--- src/rtl/nibble_serial_adder_pkg.sv ---
// Shared definitions for the nibble-serial adder: slice width and FSM encoding.
package nibble_serial_adder_pkg;

  localparam int NIBBLE_W = 4;

  typedef enum logic [1:0] {
    IDLE = 2'd0,
    RUN  = 2'd1,
    DONE = 2'd2
  } state_t;

endpackage

--- src/rtl/nibble_serial_adder_four_bit_adder.sv ---
// Four-bit ripple-carry adder cell used as the single arithmetic slice.
module four_bit_adder
  import nibble_serial_adder_pkg::*;
(
  output logic [NIBBLE_W-1:0] s,
  output logic                co,
  input  logic [NIBBLE_W-1:0] x,
  input  logic [NIBBLE_W-1:0] y,
  input  logic                ci
);

  assign {co, s} = {1'b0, x} + {1'b0, y} + {{NIBBLE_W{1'b0}}, ci};

endmodule

--- src/rtl/nibble_serial_adder.sv ---
// Multi-cycle WIDTH-bit adder/subtractor that reuses one 4-bit slice,
// processing one nibble per cycle, least-significant nibble first.
//
// state | meaning
// ------+-------------------------------------------------------------
// IDLE  | waiting for operands; in_ready high
// RUN   | one nibble per cycle through the slice, carry kept in carry_q
// DONE  | result held on sum/carry_out/overflow until out_ready
module nibble_serial_adder
  import nibble_serial_adder_pkg::*;
#(
  parameter int NIBBLES = 4,
  localparam int WIDTH  = NIBBLE_W * NIBBLES
) (
  input  logic             clk,
  input  logic             rst_n,
  input  logic             in_valid,
  output logic             in_ready,
  input  logic [WIDTH-1:0] op_a,
  input  logic [WIDTH-1:0] op_b,
  input  logic             carry_in,
  input  logic             sub,
  output logic             out_valid,
  input  logic             out_ready,
  output logic [WIDTH-1:0] sum,
  output logic             carry_out,
  output logic             overflow
);

  localparam int CNT_W = (NIBBLES > 1) ? $clog2(NIBBLES) : 1;

  state_t             state_q, state_d;
  logic [WIDTH-1:0]   a_q, b_q, sum_q;
  logic               carry_q, carry_out_q, overflow_q;
  logic [CNT_W-1:0]   cnt_q;
  logic [NIBBLE_W-1:0] slice_s;
  logic               slice_co;
  logic               last;
  logic [WIDTH-1:0]   sum_next;

  four_bit_adder u_slice (
    .s  (slice_s),
    .co (slice_co),
    .x  (a_q[NIBBLE_W-1:0]),
    .y  (b_q[NIBBLE_W-1:0]),
    .ci (carry_q)
  );

  assign last     = (cnt_q == CNT_W'(NIBBLES - 1));
  // New slice result enters at the top; earlier nibbles move down toward bit 0.
  assign sum_next = (sum_q >> NIBBLE_W) | (WIDTH'(slice_s) << (WIDTH - NIBBLE_W));

  // State register
  always_ff @(posedge clk or negedge rst_n) begin
    if (!rst_n) state_q <= IDLE;
    else        state_q <= state_d;
  end

  // Next-state logic; in_valid is only looked at in IDLE
  always_comb begin
    state_d = state_q;
    case (state_q)
      IDLE:    if (in_valid)  state_d = RUN;
      RUN:     if (last)      state_d = DONE;
      DONE:    if (out_ready) state_d = IDLE;
      default:                state_d = IDLE;
    endcase
  end

  // Operand capture, nibble shifting, counter and result/flag registers
  always_ff @(posedge clk or negedge rst_n) begin
    if (!rst_n) begin
      a_q         <= '0;
      b_q         <= '0;
      carry_q     <= 1'b0;
      cnt_q       <= '0;
      sum_q       <= '0;
      carry_out_q <= 1'b0;
      overflow_q  <= 1'b0;
    end else begin
      case (state_q)
        IDLE: begin
          if (in_valid) begin
            a_q     <= op_a;
            b_q     <= sub ? ~op_b : op_b;
            carry_q <= sub | carry_in;
            cnt_q   <= '0;
          end
        end
        RUN: begin
          sum_q   <= sum_next;
          a_q     <= a_q >> NIBBLE_W;
          b_q     <= b_q >> NIBBLE_W;
          carry_q <= slice_co;
          if (last) begin
            carry_out_q <= slice_co;
            // carry into the MSB (a3^b3^s3) differing from carry out of it
            overflow_q  <= a_q[NIBBLE_W-1] ^ b_q[NIBBLE_W-1] ^ slice_s[NIBBLE_W-1] ^ slice_co;
          end else begin
            cnt_q <= cnt_q + CNT_W'(1);
          end
        end
        default: ;
      endcase
    end
  end

  assign in_ready  = (state_q == IDLE);
  assign out_valid = (state_q == DONE);
  assign sum       = sum_q;
  assign carry_out = carry_out_q;
  assign overflow  = overflow_q;

endmodule

--- config.mk ---
export PLATFORM = sky130hd
export DESIGN_NAME = nibble_serial_adder
export DESIGN_NICKNAME = d
export VERILOG_FILES = /design/src/rtl/nibble_serial_adder_pkg.sv /design/src/rtl/nibble_serial_adder_four_bit_adder.sv /design/src/rtl/nibble_serial_adder.sv
export SDC_FILE = /design/constraint.sdc
export NUM_CORES = 1
export LEC_CHECK = 0
export CAP_MARGIN = 25
export CORE_MARGIN = 1
export CORE_UTILIZATION = 30
export DETAILED_ROUTE_END_ITERATION = 16
export GPL_ROUTABILITY_DRIVEN = 0
export RECOVER_POWER = 50
export SYNTH_ARGS = -nofsm -noshare
export SYNTH_HDL_FRONTEND = slang
export SYNTH_SLANG_ARGS = --single-unit
--- constraint.sdc ---
create_clock -name clk -period 2.5 [get_ports clk]
set_input_delay 0.5 -clock clk [delete_from_list [all_inputs] [get_ports clk]]
set_output_delay 0.5 -clock clk [all_outputs]
set_load 0.05 [all_outputs]
* After elaboration in Yosys (flattened, before gate mapping)
Cells that the tools add are included.
Operators by class: $add $sub $neg 3, eq/ne operators 7, mux-type cells 14, bitwise logic cells 6, reductions and logical operators 6
Operators with widths (count):
- $pmux 16 s2 | 2
- $mux 16 | 3
- $not 16->16 | 1
- $or 12x16->16 | 1
- $mux 2 | 5
- $ne 2x2->1 const B | 3
- $pmux 2 s3 | 1
- $reduce_and 3->1 | 2
- $add 4x4->5 | 1
- $add 5x1->5 | 1
- $eq 2x2->1 const B | 2
- $pmux 2 s2 | 1
- $reduce_and 2->1 | 2
- $xor 1x1->1 | 3
- $add 2x1->2 const B | 1
- $eq 2x1->1 const B | 1
- $logic_not 2->1 | 1
- $ne 2x1->1 const B | 1
- $pmux 1 s2 | 1
- $reduce_bool 2->1 | 1
- $mux 1 | 1
- $or 1x1->1 | 1
Storage, ports and cells: register bits 55, input port bits 38, output and inout port bits 20

* Depth between registers and ports, before layout
word-level depth 4, gate-level depth with buffers 7

* By module
From an unflattened synthesis, not the netlist that was laid out.
Second synthesis, totals: cell total of the unflattened synthesis 265, area total of the unflattened synthesis 2640.0 um^2
By module, submodules not included:
- nibble_serial_adder | instances 1, cells each 249, area an instance 2496.1 um^2, sequential area each 1376.3 um^2
- four_bit_adder | instances 1, cells each 16, area an instance 143.9 um^2, sequential area each 0.0 um^2

* Worst setup path before layout
OpenSTA, ideal clock, no wires.
path kind reg2out, start register state_q[0], end output in_ready, arrival 1.505 ns, setup slack 0.495 ns, stages on the path, launching flop included 5, buffers on the path 3, path through dfrtp_1 clkbuf_2 buf_2 buf_2 nor2_1
On the way: longest elaborated chain between the ends 1
RTL lines:
- start: declaration | line nibble_serial_adder.sv:32 | state_t state_q, state_d;
- start signal: assignment | line nibble_serial_adder.sv:56 | else state_q <= state_d;
- $logic_not 2->1 | line nibble_serial_adder.sv:108 | assign in_ready = (state_q == IDLE);
- end: declaration | line nibble_serial_adder.sv:18 | output logic in_ready,
Every way passes these cells.

* Final worst setup path
Same ends and word-level chain as after synthesis.

==> impl_metrics.json <==
{
  "cts_tree": "built",
  "finalWirelength_mm": 6.00,
  "dp_hpwl_mm": 4.37,
  "synthFlopType": "dfrtp_1",
  "dpl-instance-area_sq_um": 3460,
  "finalCriticalPeriod_ns": 2.06,
  "drv_cap": 0,
  "hold_viol_final": 0,
  "pre_cts_ws_ns": 0.231,
  "insertion_delay_ns": 0.31,
  "numCtsBuffers": 5,
  "nNetsFinal": 389,
  "rows": 34,
  "core_sq_um": 8850,
  "netlist_instances": 289,
  "grt_max_degree": 41,
  "syn_avg_cell_area_sq_um": 9.60,
  "synth-edff-count": 0,
  "die_width_um": 98.2,
  "post_drt_wl_per_cell_um": 13.2,
  "yosysMostFrequentCell": "nand2_1",
  "nFillCells": 889,
  "htree_levels": 2,
  "grt_pass1_vias": 2099,
  "crit_path_end_kind": "output port",
  "grt_setup_unrepaired": "false",
  "finalClockSkew_ns": 0.00464,
  "finalInstanceArea_sq_um": 3530,
  "grt_overflow_total": 0,
  "tightestPinTransition_ns": 0.878,
  "synth_top_area_share_pct": 49.6,
  "clock-root-buffer": "clkbuf_8",
  "antenna_cells": 0,
  "clk_pin_slew_worst_paths_ns": 0.10,
  "status": "finished with violations",
  "setup_viol": 0,
  "ys_types": 30,
  "yosys.area.top_type": "dfrtp_1",
  "initialDrtViolationCount": 102,
  "area_delta_synth_final_pct": 27.3,
  "critPathLaunchType": "register",
  "grt_pass1_wl_mm": 10.4,
  "violations": "DRC",
  "post-cts-setup-buffer-count": 0,
  "fin_setup_tns_ns": 0,
  "synth_warnings": 0,
  "synth_common_cells": "62 x nand2_1, 55 x dfrtp_1, 33 x a21oi_1",
  "num_vias": 2120,
  "ys_ff_latch": 55,
  "cts_resized": 0,
  "seq_area_frac_synth_pct": 49.6,
  "die_height_um": 98.2,
  "path_max_fanout": 40,
  "ant_nets": 0,
  "drive_gt1_share_pct": 7.25,
  "initial_core_util_pct": 31.4,
  "io_pins": 58,
  "cp.arrival_ns": 1.56,
  "path_class": "register to output port",
  "fin_cells": 453,
  "place.port_buffers": 57,
  "die-area_sq_um": 9640,
  "clock_sinks": 55,
  "leakage_uw": 0.00158,
  "hold_path_class": "input pin to asynchronous set/reset pin",
  "synthTopCellsByArea": "dfrtp_1 50%, nand2_1 8.4%, a21oi_1 6.0%, xnor2_1 5.7%, and3b_1 3.8%",
  "drv_slew": 0,
  "fmaxAchievable_mhz": 486,
  "holdBufCountCts": 0,
  "antenna_found_initial": 0,
  "p_per_area_nw_per_um2": 1290,
  "synth.net_count": 333,
  "max-slew-margin-rel_pct": 41.5,
  "dp_cells": 446,
  "crit_required_ns": 2.00,
  "worst_r2r_path_depth": 7,
  "mappedNetlistArea_sq_um": 2780,
  "synth-async-reset-ratio_pct": 100,
  "dr.pass1.iters": 10,
  "vias_per_cell": 4.68,
  "layout_setup_ws_ns": 0.441,
  "hold_slack_ns": 0.239,
  "irDropWorstVdd_mv": 0.410,
  "drc": 7,
  "track_usage_pct": 13.6,
  "finalCritPeriodShare_pct": 82.4,
  "clock_path_buffers": 2
}
-- flip-flops by register name, summed over array words and instances, names as in the netlist --
signal     cells
a_q           16
b_q           16
sum           16
cnt_q          2
state_q        2
carry_out      1
carry_q        1
overflow       1
-- routing by layer --
layer	global-route usage, %	routed length (um)	vias up
met4	4.71	38	0
met1	18.9	3000	993
li1	-	-	1075
met3	2.72	245	4
met5	0	0	-
met2	21.1	2720	48
-- cell usage in the layout (no fill, tap or decap), types with 6 or more instances in the layout --
master           synthesis  routed
nor2_1                   8       8
buf_4                    4      10
a21oi_1                 33      33
dfrtp_1                 55      55
nand2_1                 62      62
o22a_1                  10      10
o21ai_0                 19      19
xnor2_1                 18      18
nor2b_1                 16      16
and3b_1                 12      12
clkdlybuf4s50_1          0      54
clkbuf_8                 0       6
-- worst max-delay path, stage by stage (launching register included) --
cell and delay (ns):
dfrtp_1 0.57, buf_4 0.40, nor2_1 0.07, buf_4 0.20
-- final timing paths --
kind	from	to	slack, ns
max in group asynchronous	rst_n	a_q[9]$_DFFE_PN0P_	1.07
min reg2reg	a_q[6]$_DFFE_PN0P_	a_q[6]$_DFFE_PN0P_	0.48
min	rst_n	sum[5]$_DFFE_PN0N_	0.24
min in group clk	a_q[6]$_DFFE_PN0P_	a_q[6]$_DFFE_PN0P_	0.48
max	state_q[0]$_DFFE_PN0P_	in_ready	0.44
max reg2reg	a_q[0]$_DFFE_PN0P_	carry_q$_DFFE_PN0P_	0.46
-- metrics by stage --
stage	total power [uW]	utilization, %
final	4570	39.9
after global routing	4950	39.9
after CTS	4640	40.1
after detailed placement	4130	39.1
after global placement	4080	39.1
after floorplan	3420	-
-- cells by family (layout without fill, tap and decap cells) --
| group | after synthesis | in the layout | synth area share [%] |
|---|---|---|---|
| muxes | 2 | 2 | 0.811 |
| DFF | 55 | 55 | 49.6 |
| and+or+nand+nor | 108 | 108 | 19.3 |
| adders and majority gates | 6 | 6 | 3.25 |
| AOI/OAI and AO/OA | 73 | 73 | 16.0 |
| buffers and inverters | 26 | 82 | 5.05 |
| xor gates and xnor gates | 19 | 19 | 6.00 |
-- layout make-up --
type | count | area [sq um] | share of cell area (%)
Sequential cell | 55 | 1380 | 39.0
Multi-Input combinational cell | 208 | 1260 | 35.6
Timing Repair Buffer | 70 | 656 | 18.6
Tap cell | 108 | 135 | 3.83
Clock buffer | 6 | 82.6 | 2.34
Inverter | 5 | 18.8 | 0.531
Clock inverter | 1 | 5.00 | 0.142
-- power breakdown --
part	switching [uW]	internal (uW)	leakage (uW)
clock network	279	218	0.0000470
logic	1480	1000	0.000839
registers	278	1310	0.000690
Note: power is estimated with default switching activity, not from simulation.
